## config.mk

```make
export PLATFORM = sky130hd
export DESIGN_NAME = cpu_bus_arbiter_flat
export DESIGN_NICKNAME = d
export VERILOG_FILES = /design/src/rtl/cpu_bus_arbiter_if.sv /design/src/rtl/cpu_bus_arbiter.sv /design/src/flat_wrapper.sv
export SDC_FILE = /design/constraint.sdc
export NUM_CORES = 1
export LEC_CHECK = 0
export BUFFER_PORTS_ARGS = -buffer_cell sky130_fd_sc_hd__buf_2
export CORE_ASPECT_RATIO = 0.9
export CORE_MARGIN = 2
export CORE_UTILIZATION = 37
export CTS_BUF_LIST = sky130_fd_sc_hd__clkbuf_8
export DETAILED_ROUTE_END_ITERATION = 16
export PLACE_DENSITY = 0.89
export SETUP_SLACK_MARGIN = 0.05
export SKIP_CTS_REPAIR_TIMING = 1
export SLEW_MARGIN = 15
export SYNTH_ARGS = -nofsm -noshare
export SYNTH_HDL_FRONTEND = slang
export SYNTH_SLANG_ARGS = --single-unit
```

## constraint.sdc

```tcl
create_clock -name clk -period 1.6 [get_ports clk]
set_clock_uncertainty 0.1 [all_clocks]
set_input_delay 0 -clock clk [delete_from_list [all_inputs] [get_ports clk]]
set_output_delay 0 -clock clk [all_outputs]
set_load 0.02 [all_outputs]
```

## src/rtl/cpu_bus_arbiter_if.sv

```systemverilog
// CPU-side request/ack bundle plus external bus pins for cpu_bus_arbiter.
// master = arbiter side, slave = requesters and bus slave side.
interface cpu_bus_arbiter_if;
  logic        fetch_req;
  logic [23:0] fetch_addr;
  logic        fetch_ack;
  logic [15:0] fetch_rdata;
  logic        mem_req;
  logic [23:0] mem_addr;
  logic        mem_we;
  logic [15:0] mem_wdata;
  logic        mem_ack;
  logic [15:0] mem_rdata;
  logic        bus_err;
  logic [23:0] addr_o;
  logic        re_o;
  logic        we_o;
  logic [15:0] data_o;
  logic [15:0] data_i;
  logic        needWait_i;

  modport master (
    input  fetch_req, fetch_addr,
    input  mem_req, mem_addr, mem_we, mem_wdata,
    input  data_i, needWait_i,
    output fetch_ack, fetch_rdata,
    output mem_ack, mem_rdata, bus_err,
    output addr_o, re_o, we_o, data_o
  );

  modport slave (
    output fetch_req, fetch_addr,
    output mem_req, mem_addr, mem_we, mem_wdata,
    output data_i, needWait_i,
    input  fetch_ack, fetch_rdata,
    input  mem_ack, mem_rdata, bus_err,
    input  addr_o, re_o, we_o, data_o
  );
endinterface

```

## src/rtl/cpu_bus_arbiter.sv

```systemverilog
// Fetch vs load/store arbiter for the single external memory bus.
// CPU_BUS_TIMEOUT_EN enables the wait-state abort counter and bus_err.
module cpu_bus_arbiter #(
  parameter int unsigned STARVE_LIMIT   = 4,
  parameter int unsigned TIMEOUT_CYCLES = 255
) (
  input  logic          clk,
  input  logic          rst,
  cpu_bus_arbiter_if.master bus
);

  localparam int SW = $clog2(STARVE_LIMIT + 1);

  if (STARVE_LIMIT < 1) begin : g_chk_starve
    $error("STARVE_LIMIT must be >= 1");
  end
  if (TIMEOUT_CYCLES < 1 || TIMEOUT_CYCLES > 255) begin : g_chk_to
    $error("TIMEOUT_CYCLES must be 1..255");
  end

  typedef enum logic [1:0] {
    IDLE,
    GNT_FETCH,
    GNT_MEM
  } state_t;

  state_t        state_q, state_d;
  logic [SW-1:0] starve_q, starve_d;
  logic          f_ack_q, f_ack_d;
  logic          m_ack_q, m_ack_d;
  logic [15:0]   f_rdata_q, f_rdata_d;
  logic [15:0]   m_rdata_q, m_rdata_d;
  logic          done;
  logic          abort;

  assign done = (state_q != IDLE) && !bus.needWait_i;

`ifdef CPU_BUS_TIMEOUT_EN
  logic [7:0] wait_q, wait_d;
  logic       err_q, err_d;

  assign abort = (state_q != IDLE) && bus.needWait_i
              && (wait_q == 8'(TIMEOUT_CYCLES - 1));
  assign err_d = abort;

  // Counter is held at zero in IDLE, so every grant starts from zero.
  always_comb begin
    wait_d = wait_q;
    if (state_q == IDLE) begin
      wait_d = '0;
    end else if (bus.needWait_i) begin
      wait_d = wait_q + 8'd1;
    end
  end

  always_ff @(posedge clk) begin
    if (rst) begin
      wait_q <= '0;
      err_q  <= 1'b0;
    end else begin
      wait_q <= wait_d;
      err_q  <= err_d;
    end
  end

  assign bus.bus_err = err_q;
`else
  assign abort       = 1'b0;
  assign bus.bus_err = 1'b0;
`endif

  always_comb begin
    state_d   = state_q;
    starve_d  = starve_q;
    f_ack_d   = 1'b0;
    m_ack_d   = 1'b0;
    f_rdata_d = f_rdata_q;
    m_rdata_d = m_rdata_q;
    unique case (state_q)
      IDLE: begin
        if (bus.fetch_req && bus.mem_req) begin
          if (starve_q == SW'(STARVE_LIMIT)) begin
            state_d = GNT_FETCH;
          end else begin
            state_d = GNT_MEM;
          end
        end else if (bus.mem_req) begin
          state_d = GNT_MEM;
        end else if (bus.fetch_req) begin
          state_d = GNT_FETCH;
        end
        if (!bus.fetch_req) begin
          starve_d = '0;
        end else if (state_d == GNT_FETCH) begin
          starve_d = '0;
        end else if (state_d == GNT_MEM
                     && starve_q != SW'(STARVE_LIMIT)) begin
          starve_d = starve_q + SW'(1);
        end
      end
      GNT_FETCH: begin
        if (abort) begin
          f_ack_d   = 1'b1;
          f_rdata_d = 16'hFFFF;
          state_d   = IDLE;
        end else if (done) begin
          f_ack_d   = 1'b1;
          f_rdata_d = bus.data_i;
          state_d   = IDLE;
        end
      end
      GNT_MEM: begin
        if (abort) begin
          m_ack_d   = 1'b1;
          m_rdata_d = 16'hFFFF;
          state_d   = IDLE;
        end else if (done) begin
          m_ack_d = 1'b1;
          if (!bus.mem_we) begin
            m_rdata_d = bus.data_i;
          end
          state_d = IDLE;
        end
      end
      default: begin
        state_d = IDLE;
      end
    endcase
  end

  always_ff @(posedge clk) begin
    if (rst) begin
      state_q   <= IDLE;
      starve_q  <= '0;
      f_ack_q   <= 1'b0;
      m_ack_q   <= 1'b0;
      f_rdata_q <= '0;
      m_rdata_q <= '0;
    end else begin
      state_q   <= state_d;
      starve_q  <= starve_d;
      f_ack_q   <= f_ack_d;
      m_ack_q   <= m_ack_d;
      f_rdata_q <= f_rdata_d;
      m_rdata_q <= m_rdata_d;
    end
  end

  // Bus strobes depend only on the registered grant.
  always_comb begin
    bus.addr_o = '0;
    bus.re_o   = 1'b0;
    bus.we_o   = 1'b0;
    bus.data_o = '0;
    unique case (state_q)
      GNT_FETCH: begin
        bus.addr_o = bus.fetch_addr;
        bus.re_o   = 1'b1;
      end
      GNT_MEM: begin
        bus.addr_o = bus.mem_addr;
        bus.re_o   = !bus.mem_we;
        bus.we_o   = bus.mem_we;
        bus.data_o = bus.mem_wdata;
      end
      default: begin
        bus.addr_o = '0;
      end
    endcase
  end

  assign bus.fetch_ack   = f_ack_q;
  assign bus.mem_ack     = m_ack_q;
  assign bus.fetch_rdata = f_rdata_q;
  assign bus.mem_rdata   = m_rdata_q;

endmodule

```

## src/flat_wrapper.sv

```systemverilog
// flat-port wrapper written by rule: the top's interface ports become plain ports
module cpu_bus_arbiter_flat 
#(
  parameter int unsigned STARVE_LIMIT   = 4,
  parameter int unsigned TIMEOUT_CYCLES = 255
)
  (clk, rst, bus_fetch_req, bus_fetch_addr, bus_mem_req, bus_mem_addr, bus_mem_we, bus_mem_wdata, bus_data_i, bus_needWait_i, bus_fetch_ack, bus_fetch_rdata, bus_mem_ack, bus_mem_rdata, bus_bus_err, bus_addr_o, bus_re_o, bus_we_o, bus_data_o);
  cpu_bus_arbiter_if bus_i ();
  input  logic clk;
  input  logic rst;
  input wire logic [$bits(bus_i.fetch_req)-1:0] bus_fetch_req;
  input wire logic [$bits(bus_i.fetch_addr)-1:0] bus_fetch_addr;
  input wire logic [$bits(bus_i.mem_req)-1:0] bus_mem_req;
  input wire logic [$bits(bus_i.mem_addr)-1:0] bus_mem_addr;
  input wire logic [$bits(bus_i.mem_we)-1:0] bus_mem_we;
  input wire logic [$bits(bus_i.mem_wdata)-1:0] bus_mem_wdata;
  input wire logic [$bits(bus_i.data_i)-1:0] bus_data_i;
  input wire logic [$bits(bus_i.needWait_i)-1:0] bus_needWait_i;
  output wire logic [$bits(bus_i.fetch_ack)-1:0] bus_fetch_ack;
  output wire logic [$bits(bus_i.fetch_rdata)-1:0] bus_fetch_rdata;
  output wire logic [$bits(bus_i.mem_ack)-1:0] bus_mem_ack;
  output wire logic [$bits(bus_i.mem_rdata)-1:0] bus_mem_rdata;
  output wire logic [$bits(bus_i.bus_err)-1:0] bus_bus_err;
  output wire logic [$bits(bus_i.addr_o)-1:0] bus_addr_o;
  output wire logic [$bits(bus_i.re_o)-1:0] bus_re_o;
  output wire logic [$bits(bus_i.we_o)-1:0] bus_we_o;
  output wire logic [$bits(bus_i.data_o)-1:0] bus_data_o;
  assign bus_i.fetch_req = bus_fetch_req;
  assign bus_i.fetch_addr = bus_fetch_addr;
  assign bus_i.mem_req = bus_mem_req;
  assign bus_i.mem_addr = bus_mem_addr;
  assign bus_i.mem_we = bus_mem_we;
  assign bus_i.mem_wdata = bus_mem_wdata;
  assign bus_i.data_i = bus_data_i;
  assign bus_i.needWait_i = bus_needWait_i;
  assign bus_fetch_ack = bus_i.fetch_ack;
  assign bus_fetch_rdata = bus_i.fetch_rdata;
  assign bus_mem_ack = bus_i.mem_ack;
  assign bus_mem_rdata = bus_i.mem_rdata;
  assign bus_bus_err = bus_i.bus_err;
  assign bus_addr_o = bus_i.addr_o;
  assign bus_re_o = bus_i.re_o;
  assign bus_we_o = bus_i.we_o;
  assign bus_data_o = bus_i.data_o;
  cpu_bus_arbiter #(.STARVE_LIMIT(STARVE_LIMIT), .TIMEOUT_CYCLES(TIMEOUT_CYCLES)) u_core (.clk(clk), .rst(rst), .bus(bus_i));
endmodule
```

==> metrics <==
Detail Placement HPWL=5080 um; critical-path cell list=buf_4 -> ha_2 -> buf_12 -> a22oi_1 -> nor2b_1 -> buf_2; worst min-delay path class=in2reg; Power Density=approximately 830 mW/mm2; routed len/inst=14.8 um; layout cells sized above 1=0.523; CP max stage delay=roughly 0.34 ns; gr ovfl total=0; vias=2403; Design Power=2.89 mW; CP Launch Type=register; number of max-cap violations=0; top-level port count=163; synthesized flop and latch total=39; clock buffer depth=2; DRT Pass-1 Iters=4; Residual DRC=0; vias in the first global route=1959; status=finished, violations left; CTS Root Cell=clkbuf_8; dominant cell type by area after synthesis=dfxtp_1; Max-Slew Margin vs Limit=0.525; Setup Total Neg Slack=-0.804 ns; largest net degree at the start of global routing=40; Hold Fails Final Rpt=1; die height=around 75 um; first-pass GRT wire length=8820 um; row count=25; ys async rst share=0; Commonest cells post-synth=dfxtp_1 (39), nand2_1 (36), nor2b_1 (26); endpoints failing setup=34; synthesized area=approximately 0.002 mm2; Routed Antenna Nets=0; final setup margin=-0.0567 ns; DR iter-0 viols=93; Die Width=82.4 um; CTS sink cnt=39; RSZ-0062 raised after global routing=true; Fin Hold WS=-0.0273 ns; Crit Path Class=reg2out; Yosys cell types=28; post-layout min period=1.66 ns; Syn-to-layout area delta=69.9%; slowest cell on the critical path=dfxtp_2; static leakage=between 1.5 and 2 nW; CTS tree=yes; Synth Flop Type=dfxtp_1; vias per std cell=~5; count leader, synth=dfxtp_1; Max Slew Vio Count=0; Max Freq=604 MHz; Core Area=0.00529 mm2; All-Layer GR Usage=0.186; Post-Place Setup Slack=-0.0444 ns; total die area=0.00614 mm2; Worst setup EP type=output pin; area fraction of the dominant cell type after synthesis=0.381; Initial Util=0.387; ant diodes=0; arrival time at the worst endpoint=1.56 ns; CTS H-Tree Depth=2; violated checks=hold timing, setup timing; CTS clk-pin slew, worst paths=0.07 ns; initial antenna violation count=0; routed wire length=7240 um; syn_nets=roughly 340; Synth warnings=0; Worst-Margin Slew=about 0.71 ns; EDFF count, synth=0; Mapped Cells=246; sequential element share of the synthesized area=0.381; Num CTS Buffers=5; critical-path maximum fanout=25; period utilization=1.04; synth top area cells=dfxtp_1 (38%), a22oi_1 (8.8%), nor2b_1 (7.9%); WP data required=~1.5 ns; Nets=512; Clock Latency Late Sink=0.28 ns; fillers=418; syn avg cell area=between 8 and 9 um2; Peak VDD IR=~0.65 mV; port bufs=161; routability congestion estimate=0.726
[layout make-up]
cell class	instances	area [um2]	share of cell area
Clock buffer	5	68.8	0.0198
Multi-Input combinational cell	180	1290	0.371
Tap cell	67	83.8	0.0241
Clock inverter	2	33.8	0.00971
Sequential cell	39	786	0.226
Timing Repair Buffer	190	1190	0.343
Inverter	5	21.3	0.00612
[metal layers]
metal | routed length (um) | global-route usage
met4 | 46 | 0.0352
met1 | 2610 | 0.195
met3 | 465 | 0.0413
met2 | 4120 | 0.374
met5 | 0 | 0
[stage by stage]
step	hold WS, ns	cell area (um2)	utilization	instances
after global placement	0.154	2990	0.566	463
after detailed placement	0.162	2990	0.566	463
after global routing	0.00614	3480	0.658	488
after CTS	-0.140	3100	0.586	470
final	-0.0273	3480	0.658	488
after floorplan	-0.0207	2120	-	246
[power breakdown]
part	internal (mW)	total, mW	switching, mW
Clock	0.451	0.777	0.327
Combinational	0.547	1.09	0.548
Sequential	0.996	1.02	0.0196
Total	1.99	2.89	0.894
[registers in the layout (all words and copies together) (netlist names)]
| signal | flops |
|---|---|
| u_core.bus.fetch_ack | 1 |
| u_core.bus.mem_rdata | 16 |
| u_core.starve_q | 3 |
| u_core.bus.mem_ack | 1 |
| u_core.bus.fetch_rdata | 16 |
| u_core.state_q | 2 |
[logic make-up after synthesis]
| family | after synthesis | share of synthesized area |
|---|---|---|
| flops | 39 | 0.381 |
| other cells | 1 | 0.00183 |
| mux | 16 | 0.0782 |
| buf+inv | 27 | 0.0691 |
| compound gates | 48 | 0.153 |
| fa+ha+maj | 5 | 0.0306 |
| simple gates | 110 | 0.285 |
[worst paths after layout]
kind / from / end / cells after the start / slack [ns]
worst max-delay path: u_core.state_q[0] / bus_addr_o[22] / 6 / -0.06
worst min-delay path: bus_fetch_req / u_core.state_q[1] / 4 / -0.03
worst max register to register: u_core.state_q[1] / u_core.bus.mem_rdata[7] / 5 / -0.05
worst min register to register: u_core.bus.mem_rdata[12] / u_core.bus.mem_rdata[12] / 2 / 0.35
[cells in the final DEF, fill, tap and decap left out, types with 2 or more instances in the layout]
| cell | n |
|---|---|
| buf_12 | 4 |
| ha_4 | 2 |
| dlygate4sd3_1 | 18 |
| a21oi_1 | 17 |
| nand4b_1 | 3 |
| a22oi_2 | 16 |
| inv_1 | 4 |
| a21oi_2 | 2 |
| nand4_1 | 2 |
| nand3_1 | 3 |
| buf_2 | 140 |
| nor2b_2 | 12 |
| clkbuf_8 | 5 |
| and2_1 | 18 |
| buf_4 | 23 |
| nand2_1 | 35 |
| ha_1 | 2 |
| nor2b_1 | 14 |
| nor2_1 | 17 |
| a31oi_1 | 2 |
| buf_6 | 4 |
| mux2i_1 | 15 |
| a22oi_1 | 8 |
| dfxtp_1 | 37 |
[worst max-delay path, delay by kind of cell, from the launching register on]
kind,cells,cell delay (ns)
buffers and inverters,3,0.49
DFF,1,0.34
adders and majority gates,1,0.20
and+or+nand+nor,1,0.13
AOI/OAI and AO/OA,1,0.10
No activity file was read; power rests on OpenSTA's default activity.
